<file path="config.mk">
export PLATFORM = sky130hd
export DESIGN_NAME = pc_sequencer
export DESIGN_NICKNAME = d
export VERILOG_FILES = /design/src/rtl/pc_pkg.sv /design/src/rtl/pc_ret_stack.sv /design/src/rtl/pc_sequencer.sv
export SDC_FILE = /design/constraint.sdc
export NUM_CORES = 1
export LEC_CHECK = 0
export BUFFER_PORTS_ARGS = -buffer_cell sky130_fd_sc_hd__buf_4
export CAP_MARGIN = 20
export CORE_MARGIN = 5
export CORE_UTILIZATION = 51
export CTS_BUF_LIST = sky130_fd_sc_hd__clkbuf_4 sky130_fd_sc_hd__clkbuf_8 sky130_fd_sc_hd__clkbuf_16
export CTS_CLUSTER_DIAMETER = 50
export DETAILED_ROUTE_END_ITERATION = 10
export PLACE_DENSITY_LB_ADDON = 0.12
export SLEW_MARGIN = 40
export SYNTH_ARGS = -nofsm -noshare
export SYNTH_HDL_FRONTEND = slang
export SYNTH_SLANG_ARGS = --single-unit
</file>
<file path="constraint.sdc">
create_clock -name clk -period 3.45 [get_ports clk]
set_input_delay 0 -clock clk [delete_from_list [all_inputs] [get_ports clk]]
set_output_delay 0 -clock clk [all_outputs]
set_load 0.01 [all_outputs]
</file>
<file path="src/rtl/pc_pkg.sv">
// pc_pkg -- shared definitions for the program-counter sequencer.
//
// Contents:
//   PC_OP_W  : width of the op field driven by the control unit.
//   pc_op_e  : operation encoding applied on a step cycle.
//              Codes 5..7 are not listed and decode as SEQ.
package pc_pkg;

    localparam int PC_OP_W = 3;

    typedef enum logic [PC_OP_W-1:0] {
        SEQ    = 3'd0,
        BR_ABS = 3'd1,
        BR_REL = 3'd2,
        CALL   = 3'd3,
        RET    = 3'd4
    } pc_op_e;

endpackage

</file>
<file path="src/rtl/pc_ret_stack.sv">
// pc_ret_stack -- LIFO return-address stack for pc_sequencer.
//
// Parameters:
//   ADDR_W      : width of a stored return address.
//   STACK_DEPTH : number of entries (power of two, >= 2).
// Ports:
//   clk, rst : clock and asynchronous active-high reset (pointer only).
//   push     : write wdata on top of the stack (ignored when full).
//   pop      : discard the top entry (ignored when empty).
//   wdata    : return address to push.
//   rdata    : current top-of-stack entry, valid while not empty.
//   full     : stack holds STACK_DEPTH entries.
//   empty    : stack holds no entries.
module pc_ret_stack #(
    parameter int ADDR_W      = 32,
    parameter int STACK_DEPTH = 8
) (
    input  logic              clk,
    input  logic              rst,
    input  logic              push,
    input  logic              pop,
    input  logic [ADDR_W-1:0] wdata,
    output logic [ADDR_W-1:0] rdata,
    output logic              full,
    output logic              empty
);

    localparam int IDX_W = $clog2(STACK_DEPTH);
    localparam int PTR_W = IDX_W + 1;

    // ptr counts occupied entries; the extra MSB distinguishes full from empty.
    logic [PTR_W-1:0]  ptr;
    logic [ADDR_W-1:0] mem [STACK_DEPTH];
    logic [IDX_W-1:0]  wr_idx;
    logic [IDX_W-1:0]  top_idx;

    assign wr_idx  = ptr[IDX_W-1:0];
    assign top_idx = IDX_W'(ptr - 1'b1);

    assign full  = (ptr == PTR_W'(STACK_DEPTH));
    assign empty = (ptr == '0);
    assign rdata = mem[top_idx];

    // NOTE: sequential state uses non-blocking (<=) so every register in the
    // design samples pre-edge values, regardless of block ordering.
    always_ff @(posedge clk or posedge rst) begin
        if (rst) begin
            ptr <= '0;
        end else if (push && !full) begin
            ptr <= ptr + 1'b1;
        end else if (pop && !empty) begin
            ptr <= ptr - 1'b1;
        end
    end

    // NOTE: storage is deliberately left out of reset; entries above the
    // pointer are never read, so clearing them would only cost reset fan-out.
    always_ff @(posedge clk) begin
        if (push && !full) begin
            mem[wr_idx] <= wdata;
        end
    end

endmodule

</file>
<file path="src/rtl/pc_sequencer.sv">
// pc_sequencer -- program-counter sequencer with optional return stack.
//
// Build option: define PC_RET_STACK_EN to build the return-address stack and
// its flags. Without it, CALL is an unconditional absolute branch, RET is SEQ,
// stack_empty is tied 1 and stack_full/ovf/unf are tied 0.
//
// Parameters: ADDR_W (PC width), STACK_DEPTH (stack entries), RESET_ADDR.
// Ports:
//   clk, rst    : clock, asynchronous active-high reset.
//   step        : apply one operation this cycle.
//   op          : pc_op_e code (5..7 behave as SEQ).
//   z           : branch condition for BR_ABS / BR_REL.
//   target      : absolute address (BR_ABS, CALL) or signed offset (BR_REL).
//   err_clr     : clear sticky ovf/unf (a same-cycle new error wins).
//   pc          : registered program counter.
//   stack_empty, stack_full : stack occupancy flags.
//   ovf, unf    : sticky CALL-when-full / RET-when-empty flags.
module pc_sequencer
    import pc_pkg::*;
#(
    parameter int                 ADDR_W      = 32,
    parameter int                 STACK_DEPTH = 8,
    parameter logic [ADDR_W-1:0]  RESET_ADDR  = '0
) (
    input  logic               clk,
    input  logic               rst,
    input  logic               step,
    input  logic [PC_OP_W-1:0] op,
    input  logic               z,
    input  logic [ADDR_W-1:0]  target,
    input  logic               err_clr,
    output logic [ADDR_W-1:0]  pc,
    output logic               stack_empty,
    output logic               stack_full,
    output logic               ovf,
    output logic               unf
);

    logic [ADDR_W-1:0] pc_q;
    logic [ADDR_W-1:0] pc_next;
    logic [ADDR_W-1:0] pc_inc;

    assign pc_inc = pc_q + ADDR_W'(1);
    assign pc     = pc_q;

`ifdef PC_RET_STACK_EN
    logic              push;
    logic              pop;
    logic              full;
    logic              empty;
    logic [ADDR_W-1:0] rdata;
    logic              ovf_set;
    logic              unf_set;
    logic              ovf_q;
    logic              unf_q;

    pc_ret_stack #(
        .ADDR_W      (ADDR_W),
        .STACK_DEPTH (STACK_DEPTH)
    ) u_ret_stack (
        .clk   (clk),
        .rst   (rst),
        .push  (push),
        .pop   (pop),
        .wdata (pc_inc),
        .rdata (rdata),
        .full  (full),
        .empty (empty)
    );
`else
    // err_clr has nothing to clear when the stack is not built.
    logic unused_err_clr;
    assign unused_err_clr = err_clr;
`endif

    // NOTE: every output of this block gets a default before the case, so no
    // path leaves a signal unassigned and no latch is inferred.
    always_comb begin
        pc_next = pc_inc;
`ifdef PC_RET_STACK_EN
        push    = 1'b0;
        pop     = 1'b0;
        ovf_set = 1'b0;
        unf_set = 1'b0;
`endif
        if (step) begin
            case (pc_op_e'(op))
                BR_ABS: if (z) pc_next = target;
                // Plain modular add: a negative offset wraps to the right place.
                BR_REL: if (z) pc_next = pc_q + target;
`ifdef PC_RET_STACK_EN
                CALL: begin
                    if (!full) begin
                        push    = 1'b1;
                        pc_next = target;
                    end else begin
                        ovf_set = 1'b1;
                    end
                end
                RET: begin
                    if (!empty) begin
                        pop     = 1'b1;
                        pc_next = rdata;
                    end else begin
                        unf_set = 1'b1;
                    end
                end
`else
                CALL:    pc_next = target;
`endif
                default: pc_next = pc_inc;
            endcase
        end
    end

    always_ff @(posedge clk or posedge rst) begin
        if (rst) begin
            pc_q <= RESET_ADDR;
        end else if (step) begin
            pc_q <= pc_next;
        end
    end

`ifdef PC_RET_STACK_EN
    // Set has priority over err_clr so an error on the clearing edge is kept.
    always_ff @(posedge clk or posedge rst) begin
        if (rst) begin
            ovf_q <= 1'b0;
            unf_q <= 1'b0;
        end else begin
            ovf_q <= (ovf_q & ~err_clr) | ovf_set;
            unf_q <= (unf_q & ~err_clr) | unf_set;
        end
    end

    assign stack_empty = empty;
    assign stack_full  = full;
    assign ovf         = ovf_q;
    assign unf         = unf_q;
`else
    assign stack_empty = 1'b1;
    assign stack_full  = 1'b0;
    assign ovf         = 1'b0;
    assign unf         = 1'b0;
`endif

endmodule

</file>
==> flow_summary.yaml <==
outcome:
  outcome: "complete, no violations"
min_path:
  hold_class: "input pin to register"
critical_path:
  endpoint: "pc[24]$_DFFE_PP0P_"
  crit_slowest_cell: "dfrtp_1"
  cp_max_fo: 7
  start_kind: "register"
  cp.required_ps: 3670
  arrival_ps: 3440
  worstSetupEndpointType: "register"
  crit_path_cell_trace: "ha_1, inv_1, fa_1, nor2b_2, o211ai_2, a21oi_1, a311oi_2, o21ai_0, a21oi_1, a311oi_1, o21ai_0, o21ai_1"
  worst-r2r-setup-slack_ps: 230
  ff2ff_path_depth: 12
  path_class: "register to register"
  critical-path-max-stage-delay_ps: 450
  rr_endpoint: "pc[24]$_DFFE_PP0P_"
  r2r_start: "pc[0]$_DFFE_PP0P_"
  crit_start: "pc[0]$_DFFE_PP0P_"
pwr:
  powerDensity_nw_per_um2: 500
  ir_drop_uv: 261
  leakagePower_nw: 2.22
timing:
  timing.slew.headroom_pct: 46.5
  finalMaxSlewViolations: 0
  final.period_utilization_pct: 93.3
  hold_violations: 0
  fin_worst_skew_ps: 9.51
  fin_crit_ps: 3220
  whs_ps: 15.2
  setup_viol: 0
  max_freq_ghz: 0.311
  tightest_slew_ps: 800
  rsz0062_at_grt: "no"
  setup_slack_ps: 230
  fin_setup_tns_ps: 0
layout:
  largest_reg_flops: 32
  syn_to_final_growth_pct: 15.0
  drive_above_1_share_pct: 16.5
  antenna_cells: 0
  nets: 762
clock_tree:
  clkSinkCount: 32
  clk_pin_slew_ps: 80
  cts_tree: "built"
  root_buffer: "clkbuf_8"
  cts_buffers: 5
  clockBufferDepth: 2
  cts_resized: 0
  cts_max_level: 2
  clk_latency_ps: 300
grt:
  grt_pass1_wl_mm: 25.9
  grt.busiest_layer: "met2"
  grtUsageMet1_pct: 38.0
  grt_usage_pct: 28.3
  grt_overflow: 0
  grt_start_max_net_pins: 47
  use_met3_pct: 5.40
  grt_pass1_vias: 5010
  grt_antenna_before_repair: 0
  met2_usage_pct: 44.6
synthesis:
  synthFlopType: "dfrtp_1"
  postSynthCellCount: 631
  yosysWarningCount: 0
  yosys_register_bits: 32
  synthTopCellsByArea: "dfrtp_1, ha_1, a21oi_1"
  seq_area_frac_synth_pct: 17.8
  synth.top_cell.area_share_pct: 17.8
  syn_area_um2: 4510
  yosysUniqueCellTypes: 77
  synth_top_area_cell: "dfrtp_1"
  avgSynthCellArea_um2: 7.15
  async_flop_share_pct: 100
  synth_edf_count: 0
drt:
  drtIter0Drc: 489
  drc_errors: 0
  firstDrtPassIters: 5
  wl_mm: 15.9
  post_drt_wl_per_cell_um: 19.9
  ant_nets: 0
  vias: 5270
  viasPerCell: 6.60
floorplan:
  die_x_um: 104
  row_count: 34
  io_pins: 76
  start_util_pct: 52.0
  die_area_um2: 10800
  die_h_um: 104
  core_area_um2: 8680
flow_run:
  maxCapViolCount: 0
place:
  place_ws_ps: 345
  dp_hpwl_mm: 11.5
  gp_congestion: 1.00
  io_buffers: 70
worst min-delay path by stage:
stage,startpoint,to,slack [ps],cells after the start
2_1_floorplan,rst,pc[0]$_DFFE_PP0P_,120,1
4_1_cts,target[10],pc[10]$_DFFE_PP0P_,6,3
3_5_place_dp,rst,pc[29]$_DFFE_PP0P_,160,3
6_report,target[6],pc[6]$_DFFE_PP0P_,20,3
5_1_grt,target[10],pc[10]$_DFFE_PP0P_,30,3
3_3_place_gp,rst,pc[1]$_DFFE_PP0P_,150,3
critical path: cells and delay by family, from the launching register on:
| kind | cells | cell delay, ps |
|---|---|---|
| buffers and inverters | 1 | 60 |
| adders and majority gates | 2 | 650 |
| DFF | 1 | 450 |
| and+or+nand+nor | 1 | 170 |
| AOI/OAI and AO/OA | 8 | 1810 |
cell usage after synthesis, types with 10 or more instances:
cell and instances:
a21oi_1 74, nand2_1 71, o21ai_0 56, nor2_1 55, dfrtp_1 32, ha_1 32
xnor2_1 22, clkbuf_1 21, inv_1 19, nand3_1 18, a221oi_1 13, and3_1 13
nor3_1 12, xor2_1 12, a21o_1 11, nand4_1 11, o22ai_1 11, a211oi_1 10
cell usage in the layout, fill, tap and decap left out, types with 3 or more instances in the layout:
master,instances
clkbuf_8,6
nand4_1,11
nor2b_1,6
a222oi_1,3
a21oi_1,74
o22ai_1,11
nand2_1,71
and4_1,3
nand3_1,18
a31oi_1,9
o21a_1,8
o211ai_1,9
o21ai_1,10
o2111ai_1,3
and3_2,3
xor2_1,12
a311oi_1,4
nor3_1,12
and2_1,4
nor2_1,55
or3_1,3
xnor2_1,22
ha_1,32
conb_1,4
inv_1,19
and3_1,13
o21ai_0,55
nand2b_1,4
o2bb2ai_1,3
dfrtp_1,32
o21bai_1,4
o221ai_1,3
a21o_1,11
a221oi_1,13
a211oi_1,10
buf_4,83
routing by layer:
| metal | wire (um) | up-vias |
|---|---|---|
| li1 | - | 2477 |
| met1 | 6650 | 2462 |
| met2 | 7110 | 277 |
| met3 | 1620 | 54 |
| met4 | 506 | 0 |
| met5 | 0 | - |
cells by family after synthesis:
logic type      share of synthesized area (%)
fa+ha+maj                                9.32
mux                                     0.444
simple gates                             22.9
flops                                    17.8
other cells                             0.167
buf+inv                                  5.97
xor+xnor                                 6.60
compound gates                           36.8
cell type report:
| class | instances | area (um2) |
|---|---|---|
| Clock buffer | 6 | 82.6 |
| Clock inverter | 2 | 10.0 |
| Fill cell | 861 | 3490 |
| Inverter | 20 | 75.1 |
| Multi-Input combinational cell | 546 | 3450 |
| Sequential cell | 32 | 801 |
| Tap cell | 108 | 135 |
| Timing Repair Buffer | 84 | 633 |
report_power, final:
group / internal [mW] / total, mW / leakage, nW / switching (mW)
logic: 0.726 / 1.61 / 1.79 / 0.886
registers: 0.472 / 0.654 / 0.379 / 0.182
clock network: 0.160 / 0.325 / 0.0510 / 0.166
total: 1.36 / 2.59 / 2.22 / 1.23
repair_timing:
item                      CTS  global route
setup buffers               0             0
hold endpoints to repair   32             0
hold buffers                1             0
metrics by stage:
step / util, % / instance area (um2) / cells / total power [mW]
after floorplan: - / 4520 / 633 / 1.77
after global placement: 58.5 / 5080 / 789 / 2.20
after detailed placement: 58.5 / 5080 / 789 / 2.24
after CTS: 59.7 / 5180 / 798 / 2.58
after global routing: 59.7 / 5180 / 798 / 2.80
final: 59.7 / 5180 / 798 / 2.59
Power figures use the tool's default switching activity.
